==> src/rtl/mult_share_arbiter.sv <==
// mult_share_arbiter: shares one registered multiplier among NREQ requesters and returns ID-tagged products.
// Define MULT_ARB_FIXED_PRIO_EN for fixed lowest-index-wins priority instead of round-robin.
module mult_share_arbiter #(
  parameter int NREQ = 4,
  parameter int WIDTH = 8,
  parameter int MULT_LAT = 1,
  localparam int IDW = $clog2(NREQ)
) (
  input  logic                    clock,
  input  logic                    reset_n,
  input  logic [NREQ-1:0]         req,
  input  logic [NREQ*WIDTH-1:0]   x_in,
  input  logic [NREQ*WIDTH-1:0]   y_in,
  input  logic                    hold,
  output logic [NREQ-1:0]         gnt,
  output logic [WIDTH-1:0]        mult_x,
  output logic [WIDTH-1:0]        mult_y,
  input  logic [WIDTH-1:0]        mult_product,
  output logic                    res_valid,
  output logic [IDW-1:0]          res_id,
  output logic [WIDTH-1:0]        res_data,
  output logic                    idle
);
  typedef enum logic [1:0] {IDLE, RUN, DRAIN} state_t;
  state_t state, state_n;
  logic grant;
  logic [IDW-1:0] sel;
  logic [NREQ-1:0] gnt_n;
  logic [WIDTH-1:0] sel_x, sel_y;
  logic [MULT_LAT:0] tag_v;
  logic [IDW-1:0] tag_id [MULT_LAT+1];
`ifdef MULT_ARB_FIXED_PRIO_EN
  always_comb begin
    sel = '0;
    for (int i = NREQ - 1; i >= 0; i--) if (req[i]) sel = IDW'(i);
  end
`else
  logic [IDW-1:0] rr_ptr, rr_next;
  logic [IDW:0] sum;
  logic hit;
  // Scan from rr_ptr upward, wrapping at NREQ (NREQ need not be a power of two).
  always_comb begin
    sel = '0;
    sum = '0;
    hit = 1'b0;
    for (int i = 0; i < NREQ; i++) begin
      sum = {1'b0, rr_ptr} + (IDW+1)'(i);
      if (sum >= (IDW+1)'(NREQ)) sum = sum - (IDW+1)'(NREQ);
      if (!hit && req[sum[IDW-1:0]]) begin
        hit = 1'b1;
        sel = sum[IDW-1:0];
      end
    end
    rr_next = (sel == IDW'(NREQ - 1)) ? '0 : sel + IDW'(1);
  end
  always_ff @(posedge clock or negedge reset_n)
    if (!reset_n) rr_ptr <= '0;
    else if (grant) rr_ptr <= rr_next;
`endif
  assign grant = !hold && |req;
  assign idle = state == IDLE;
  always_comb begin
    gnt_n = '0;
    sel_x = '0;
    sel_y = '0;
    if (grant) gnt_n[sel] = 1'b1;
    for (int i = 0; i < NREQ; i++)
      if (sel == IDW'(i)) begin
        sel_x = x_in[i*WIDTH +: WIDTH];
        sel_y = y_in[i*WIDTH +: WIDTH];
      end
    state_n = grant ? RUN : (state == IDLE) ? IDLE : |tag_v ? DRAIN : IDLE;
  end
  always_ff @(posedge clock or negedge reset_n)
    if (!reset_n) begin
      state <= IDLE;
      gnt <= '0;
      mult_x <= '0;
      mult_y <= '0;
      tag_v <= '0;
      for (int i = 0; i <= MULT_LAT; i++) tag_id[i] <= '0;
      res_valid <= 1'b0;
      res_id <= '0;
      res_data <= '0;
    end else begin
      state <= state_n;
      gnt <= gnt_n;
      if (grant) begin
        mult_x <= sel_x;
        mult_y <= sel_y;
      end
      tag_v[0] <= grant;
      tag_id[0] <= sel;
      for (int i = 1; i <= MULT_LAT; i++) begin
        tag_v[i] <= tag_v[i-1];
        tag_id[i] <= tag_id[i-1];
      end
      // Final tag stage lines up with the multiplier's registered product.
      res_valid <= tag_v[MULT_LAT];
      if (tag_v[MULT_LAT]) begin
        res_id <= tag_id[MULT_LAT];
        res_data <= mult_product;
      end
    end
endmodule

==> config.mk <==
export PLATFORM = sky130hd
export DESIGN_NAME = mult_share_arbiter
export DESIGN_NICKNAME = d
export VERILOG_FILES = /design/src/rtl/mult_share_arbiter.sv
export SDC_FILE = /design/constraint.sdc
export NUM_CORES = 1
export LEC_CHECK = 0
export ABC_AREA = 1
export CAP_MARGIN = 15
export CORE_ASPECT_RATIO = 1.4
export CORE_MARGIN = 8
export CORE_UTILIZATION = 40
export CTS_BUF_LIST = sky130_fd_sc_hd__clkbuf_4 sky130_fd_sc_hd__clkbuf_8 sky130_fd_sc_hd__clkbuf_16
export CTS_CLUSTER_DIAMETER = 50
export CTS_CLUSTER_SIZE = 14
export DETAILED_ROUTE_END_ITERATION = 10
export GPL_TIMING_DRIVEN = 0
export HOLD_SLACK_MARGIN = 0.1
export PLACE_DENSITY = 0.81
export SLEW_MARGIN = 15
export SYNTH_ARGS = -nofsm -noshare
export SYNTH_HDL_FRONTEND = slang
export SYNTH_SLANG_ARGS = --single-unit
==> constraint.sdc <==
create_clock -name clock -period 2.6 [get_ports clock]
set_clock_uncertainty 0.1 [all_clocks]
set_input_delay 0.65 -clock clock [delete_from_list [all_inputs] [get_ports clock]]
set_output_delay 0.65 -clock clock [all_outputs]
set_load 0.05 [all_outputs]
==> flow_summary.json, run 1 <==
{
  "outcome": "completed",
  "dr.pass1.iters": 4,
  "synth_fp_nets": 339,
  "routabilityCongestion": 0.8763,
  "drive_above_1_share_pct": 24.62,
  "hold_buffers": 0,
  "dieArea_um2": 7959,
  "synthDistinctLibCells": 23,
  "core_area_um2": 5159,
  "startpoint": "req[3]",
  "wl_mm": 8.153,
  "diodes": 0,
  "grt_remaining_overflow": 0,
  "hold_violations": 0,
  "num_vias": 2398,
  "power.leakage_nw": 1.688,
  "start_kind": "input port",
  "worst_pin_slew_ps": 577.9,
  "maxCapViolCount": 0,
  "slew_violations": 0,
  "p_per_area_nw_per_um2": 1719,
  "multi_input_area_um2": 1147,
  "wl_per_cell_um": 17.88,
  "route.detailed.drc": 0,
  "area_growth_pct": 79.59,
  "fill_cells": 346,
  "min_period_ps": 2560,
  "clkSinkCount": 40,
  "grtUsageMet3_pct": 4.489,
  "hold_path_class": "in2async",
  "grtUsageMet2_pct": 33.72,
  "port_buffers": 110,
  "fin_util_pct": 74.27,
  "placed_cell_area_um2": 3332,
  "ant_nets": 0,
  "track_usage_pct": 19.11,
  "power.total_mw": 6.584,
  "initial_core_util_pct": 41.35,
  "first_global_vias": 2592,
  "max_slew_margin_pct": 61.35,
  "crit_arrival_ps": 2680,
  "ys_seq_elements": 40,
  "stdcell_area_um2": 3831,
  "setup_tns_ps": 0,
  "root_buffer": "clkbuf_8",
  "cts_max_path_buffers": 2,
  "cts-buffers-inserted": 5,
  "insertion_delay_ps": 290,
  "met1_usage_pct": 19.99,
  "path_class": "in2reg",
  "final_nets": 472,
  "viasPerCell": 5.259,
  "ys_seq_area_share_pct": 46.92,
  "syn_inst": 256,
  "post-route-period-util_pct": 98.47,
  "cts_tree": "yes",
  "cts-htree-levels": 2,
  "grt_busiest_layer": "met2",
  "antenna_found_initial": 0,
  "synth.avg_cell_area_um2": 8.333,
  "stdcell_count": 456,
  "crit_required_ps": 2720,
  "pin_count": 111,
  "path_max_fanout": 6,
  "ir_worst_vdd_v": 0.001010,
  "syn_area_um2": 2133,
  "yosys_warnings": 0,
  "hpwl_mm": 5.620,
  "die_width_um": 77.72,
  "std_cell_rows": 31,
  "worstSetupEndpointType": "flop",
  "die-height_um": 102.4,
  "grt_pass1_wl_mm": 12.02,
  "drtIter0Drc": 154,
  "dp_cells": 433,
  "cts.clk_slew.worst_paths_ps": 80,
  "regToRegStartpoint": "rr_ptr[1]",
  "register_area_um2": 1001,
  "setup_viol": 0,
  "grt_max_degree": 32,
  "fmax_mhz": 390.6
}
-- path summary, 6_finish.rpt --
path                                  end  slack (ps)  cells past startpoint
max in group asynchronous       mult_y[2]        1830                      2
min in group clock              tag_id[0]         250                      0
worst max-delay path            mult_x[0]          40                     17
worst max register to register  mult_x[0]          60                     17
worst min register to register  tag_id[0]         250                      0
worst min-delay path            mult_x[5]         130                      1
-- kinds of logic (layout without fill, tap and decap cells) --
family          after synthesis  in the layout  synth area share (%)
mux                          10             10                 5.279
compound gates               67             67                 17.60
flops                        40             40                 46.92
buf+inv                      30            164                 6.569
simple gates                105            105                 21.29
fa+ha+maj                     4              4                 2.346
-- through the flow --
stage	hold WS, ps	setup slack (ps)
after floorplan	231.2	125.2
after global placement	233.5	-671.1
after detailed placement	236.5	-745.4
after CTS	115.7	120.9
after global routing	129.8	-74.21
final	127.5	39.89
-- power breakdown --
part | internal (mW) | total (mW) | leakage [nW] | switching (mW)
Clock | 0.289 | 0.519 | 0.0583 | 0.230
Sequential | 0.864 | 0.988 | 0.478 | 0.123
Combinational | 2.16 | 5.08 | 1.15 | 2.91
-- layer usage --
metal / share of wire (%) / vias to the layer above
li1: - / 1119
met5: 0 / -
met4: 3.7 / 0
met2: 54 / 109
met3: 5.6 / 24
met1: 37 / 1146
-- sequential cells by signal, indices dropped and copies added, names as in the netlist --
register,cells
mult_x,8
mult_y,8
res_data,8
gnt,4
tag_id,4
res_id,2
rr_ptr,2
tag_v,2
res_valid,1
state,1
-- cell usage in the layout (no fill, tap or decap), types with 7 or more instances in the layout --
master / count
o211ai_1: 16
nand2_1: 53
nand2_2: 10
buf_4: 12
a21oi_1: 42
dfrtp_1: 40
clkdlybuf4s50_1: 105
mux2_2: 10
buf_6: 7
nor2_1: 22
inv_2: 8
-- cell type report --
class                      instances  share of cell area, %
inverter                          15                  2.188
sequential                        40                  26.13
timing repair buffer             127                  33.21
multi-input combinational        186                  29.95
buffer                            14                  3.331
tap                               66                  2.155
clock buffer                       5                  1.796
clock inverter                     3                  1.241
-- synth_stat cells, drive strengths merged --
master | number | share of area (%)
nand2 | 69 | 13
a21oi | 49 | 11
dfrtp | 40 | 47
nor2 | 27 | 5.6
o211ai | 16 | 5.6
inv | 13 | 2.5
buf | 11 | 3.0
mux2 | 10 | 5.3
nand3 | 6 | 1.4
clkbuf | 4 | 0.70
ha | 4 | 2.3
nand4 | 3 | 0.88
clkinv | 2 | 0.35
o21ai | 2 | 0.47
-- worst max-delay path: stages --
cell and delay [ps]:
dlygate4sd2_1 210, inv_2 50, o21ai_2 180, buf_4 130, nand2_1 40, nand2_1 100
nand3_2 100, nand3_2 110, nand2_4 80, ha_4 170, buf_6 120, nor2_4 150
buf_6 140, nand2_1 60, nand2_1 80, o211ai_1 130, a21oi_1 160
-- timing repair --
action                                  CTS  global route
endpoints found under the setup margin   18            16
cloned                                    3             1
pin swaps                                27            15
hold endpoints to repair                  0             0
gates resized for setup                  51            23
buffers inserted                          9             3
Note: power is estimated with default switching activity, not from simulation.
==> inputs of run 2 (changes only) <==
Settings changed: REMOVE_ABC_BUFFERS set to 1.
Clock period 2.6 ns to 2.8 ns, I/O delays scaled along.
==> run 2 against run 1 <==
Effect of this change: worst hold slack better by 75 ps; register-to-register slack got worse by 20 ps; wire length decreased by 5.6%; global-route usage fell by 2.0 points; utilization shrank 3.4 points; critical path type is now reg2reg.
==> flow_summary.json, run 2 (synthesis results as in run 1) <==
{
  "route.detailed.drc": 0,
  "hpwl_mm": 5.165,
  "cts_max_path_buffers": 2,
  "min_period_ps": 2758,
  "grt_pass1_wl_mm": 10.94,
  "setup_tns_ps": 0,
  "area_growth_pct": 71.44,
  "initial_core_util_pct": 41.35,
  "mostFrequentLayoutCells": "105 x clkdlybuf4s50_1, 55 x nand2_1, 49 x a21oi_1",
  "root_buffer": "clkbuf_8",
  "hold_violations": 0,
  "routabilityCongestion": 0.8241,
  "ir_worst_vdd_v": 0.001147,
  "dr.pass1.iters": 5,
  "fmax_mhz": 362.6,
  "path_class": "reg2reg",
  "setup_viol": 0,
  "start_kind": "flop",
  "viasPerCell": 5.219,
  "maxCapViolCount": 0,
  "port_buffers": 110,
  "crit_chain": "inv_6, nand2_1, nand2_1, nand2_1, nand2_4, nor2_4, nand3_2, nand3_2, nand2_2, ha_4, nor2_4, clkbuf_16, nand2_1, nand2_1, o211ai_1, a21oi_1",
  "std_cell_rows": 31,
  "grt_remaining_overflow": 0,
  "hold_path_class": "in2async",
  "r2r_setup_slack_ps": 40,
  "ant_nets": 0,
  "critPathMostFrequentCell": "nand2_1",
  "cts.clk_slew.worst_paths_ps": 80,
  "diodes": 0,
  "cpPeakStageDelay_ps": 630,
  "regToRegStartpoint": "rr_ptr[0]",
  "path_max_fanout": 10,
  "worst_pin_slew_ps": 661.7,
  "cts-htree-levels": 2,
  "layout_commonest_cell": "clkdlybuf4s50_1",
  "p_per_area_nw_per_um2": 1543,
  "fill_cells": 384,
  "cts-buffers-inserted": 5,
  "crit_required_ps": 2920,
  "track_usage_pct": 17.15,
  "slew_violations": 0,
  "crit_slowest_cell": "dfrtp_1",
  "die_width_um": 77.72,
  "wl_per_cell_um": 17.42,
  "post-route-period-util_pct": 98.50,
  "insertion_delay_ps": 290,
  "clkSinkCount": 40,
  "outcome": "completed",
  "core_area_um2": 5159,
  "fin_util_pct": 70.90,
  "crit_arrival_ps": 2870,
  "pin_count": 111,
  "pre_cts_slack_ps": -1149,
  "cts_tree": "yes",
  "max_slew_margin_pct": 55.84,
  "die-height_um": 102.4,
  "final_nets": 458,
  "drive_above_1_share_pct": 19.68,
  "num_vias": 2307,
  "drtIter0Drc": 133,
  "worstSetupEndpointType": "flop",
  "antenna_found_initial": 0,
  "worst_slack_ps": 42.13,
  "dieArea_um2": 7959,
  "first_global_vias": 2309,
  "reg2reg_depth": 16,
  "top_regs": "mult_x (8), mult_y (8), res_data (8)",
  "grt_max_degree": 28,
  "power.leakage_nw": 1.621,
  "timing.rr.end": "mult_y[2]",
  "wl_mm": 7.700
}
-- run 2: cell types whose count changed in the layout (fill, tap and decap cells not counted), moves of 3 or more --
cell | previous run | this run
buf_2 | 5 | 1
buf_6 | 7 | 1
dlygate4sd2_1 | 3 | 0
a21oi_2 | 6 | 0
dlymetal6s2s_1 | 0 | 4
a21oi_1 | 42 | 49
nand2_4 | 6 | 2
-- run 2: worst max-delay path: cells and delay by family, from the launching register on --
family	cells	cell delay, ps
compound gates	2	250
fa+ha+maj	1	220
buf+inv	2	260
flops	1	630
simple gates	11	1230
-- run 2: area by class of cell --
| cell class | instances | area [um2] | area share [%] |
|---|---|---|---|
| Tap cell | 66 | 82.58 | 2.258 |
| Clock buffer | 6 | 76.32 | 2.087 |
| Clock inverter | 2 | 35.03 | 0.9579 |
| Multi-Input combinational cell | 186 | 1096 | 29.97 |
| Inverter | 15 | 73.82 | 2.018 |
| Sequential cell | 40 | 1001 | 27.37 |
| Timing Repair Buffer | 127 | 1292 | 35.34 |
-- run 2: where the power goes --
group / internal [mW] / total, mW / switching [mW]
Clock: 0.274 / 0.471 / 0.197
Sequential: 0.802 / 0.941 / 0.139
Combinational: 1.73 / 4.23 / 2.50
-- run 2: worst max-delay path by stage --
stage,start,endpoint,slack (ps),cells after the start
6_report,rr_ptr[0],mult_y[2],40,16
5_1_grt,rr_ptr[0],mult_y[7],-100,16
4_1_cts,req[3],mult_x[7],10,15
3_5_place_dp,req[1],mult_x[7],-1150,14
3_3_place_gp,req[3],mult_x[7],-1150,15
2_1_floorplan,req[3],mult_y[5],-4,13
-- run 2: layer usage --
metal | share of wire (%) | global-route usage, %
met4 | 4.0 | 7.580
met1 | 36 | 18.29
met5 | 0 | 0
met2 | 53 | 30.43
met3 | 6.9 | 5.194
-- run 2: what timing repair did --
action / in CTS / in global routing
hold buffers: 0 / 0
buffers inserted: 2 / 13
endpoints found under the setup margin: 18 / 19
pin swaps: 1 / 18
resized for setup: 10 / 26
endpoints found under the hold margin: 0 / 0
gates cloned: 0 / 1
-- run 2: per-stage QoR --
step | cell area (um2) | total power, mW | hold WS (ps) | cells
final | 3657 | 5.642 | 202.9 | 442
after global routing | 3657 | 6.000 | 215.6 | 442
after CTS | 3440 | 4.970 | 205.2 | 428
after detailed placement | 3253 | 4.172 | 236.4 | 418
after global placement | 3238 | 4.117 | 235.8 | 417
after floorplan | 2054 | 3.215 | 231.2 | 241
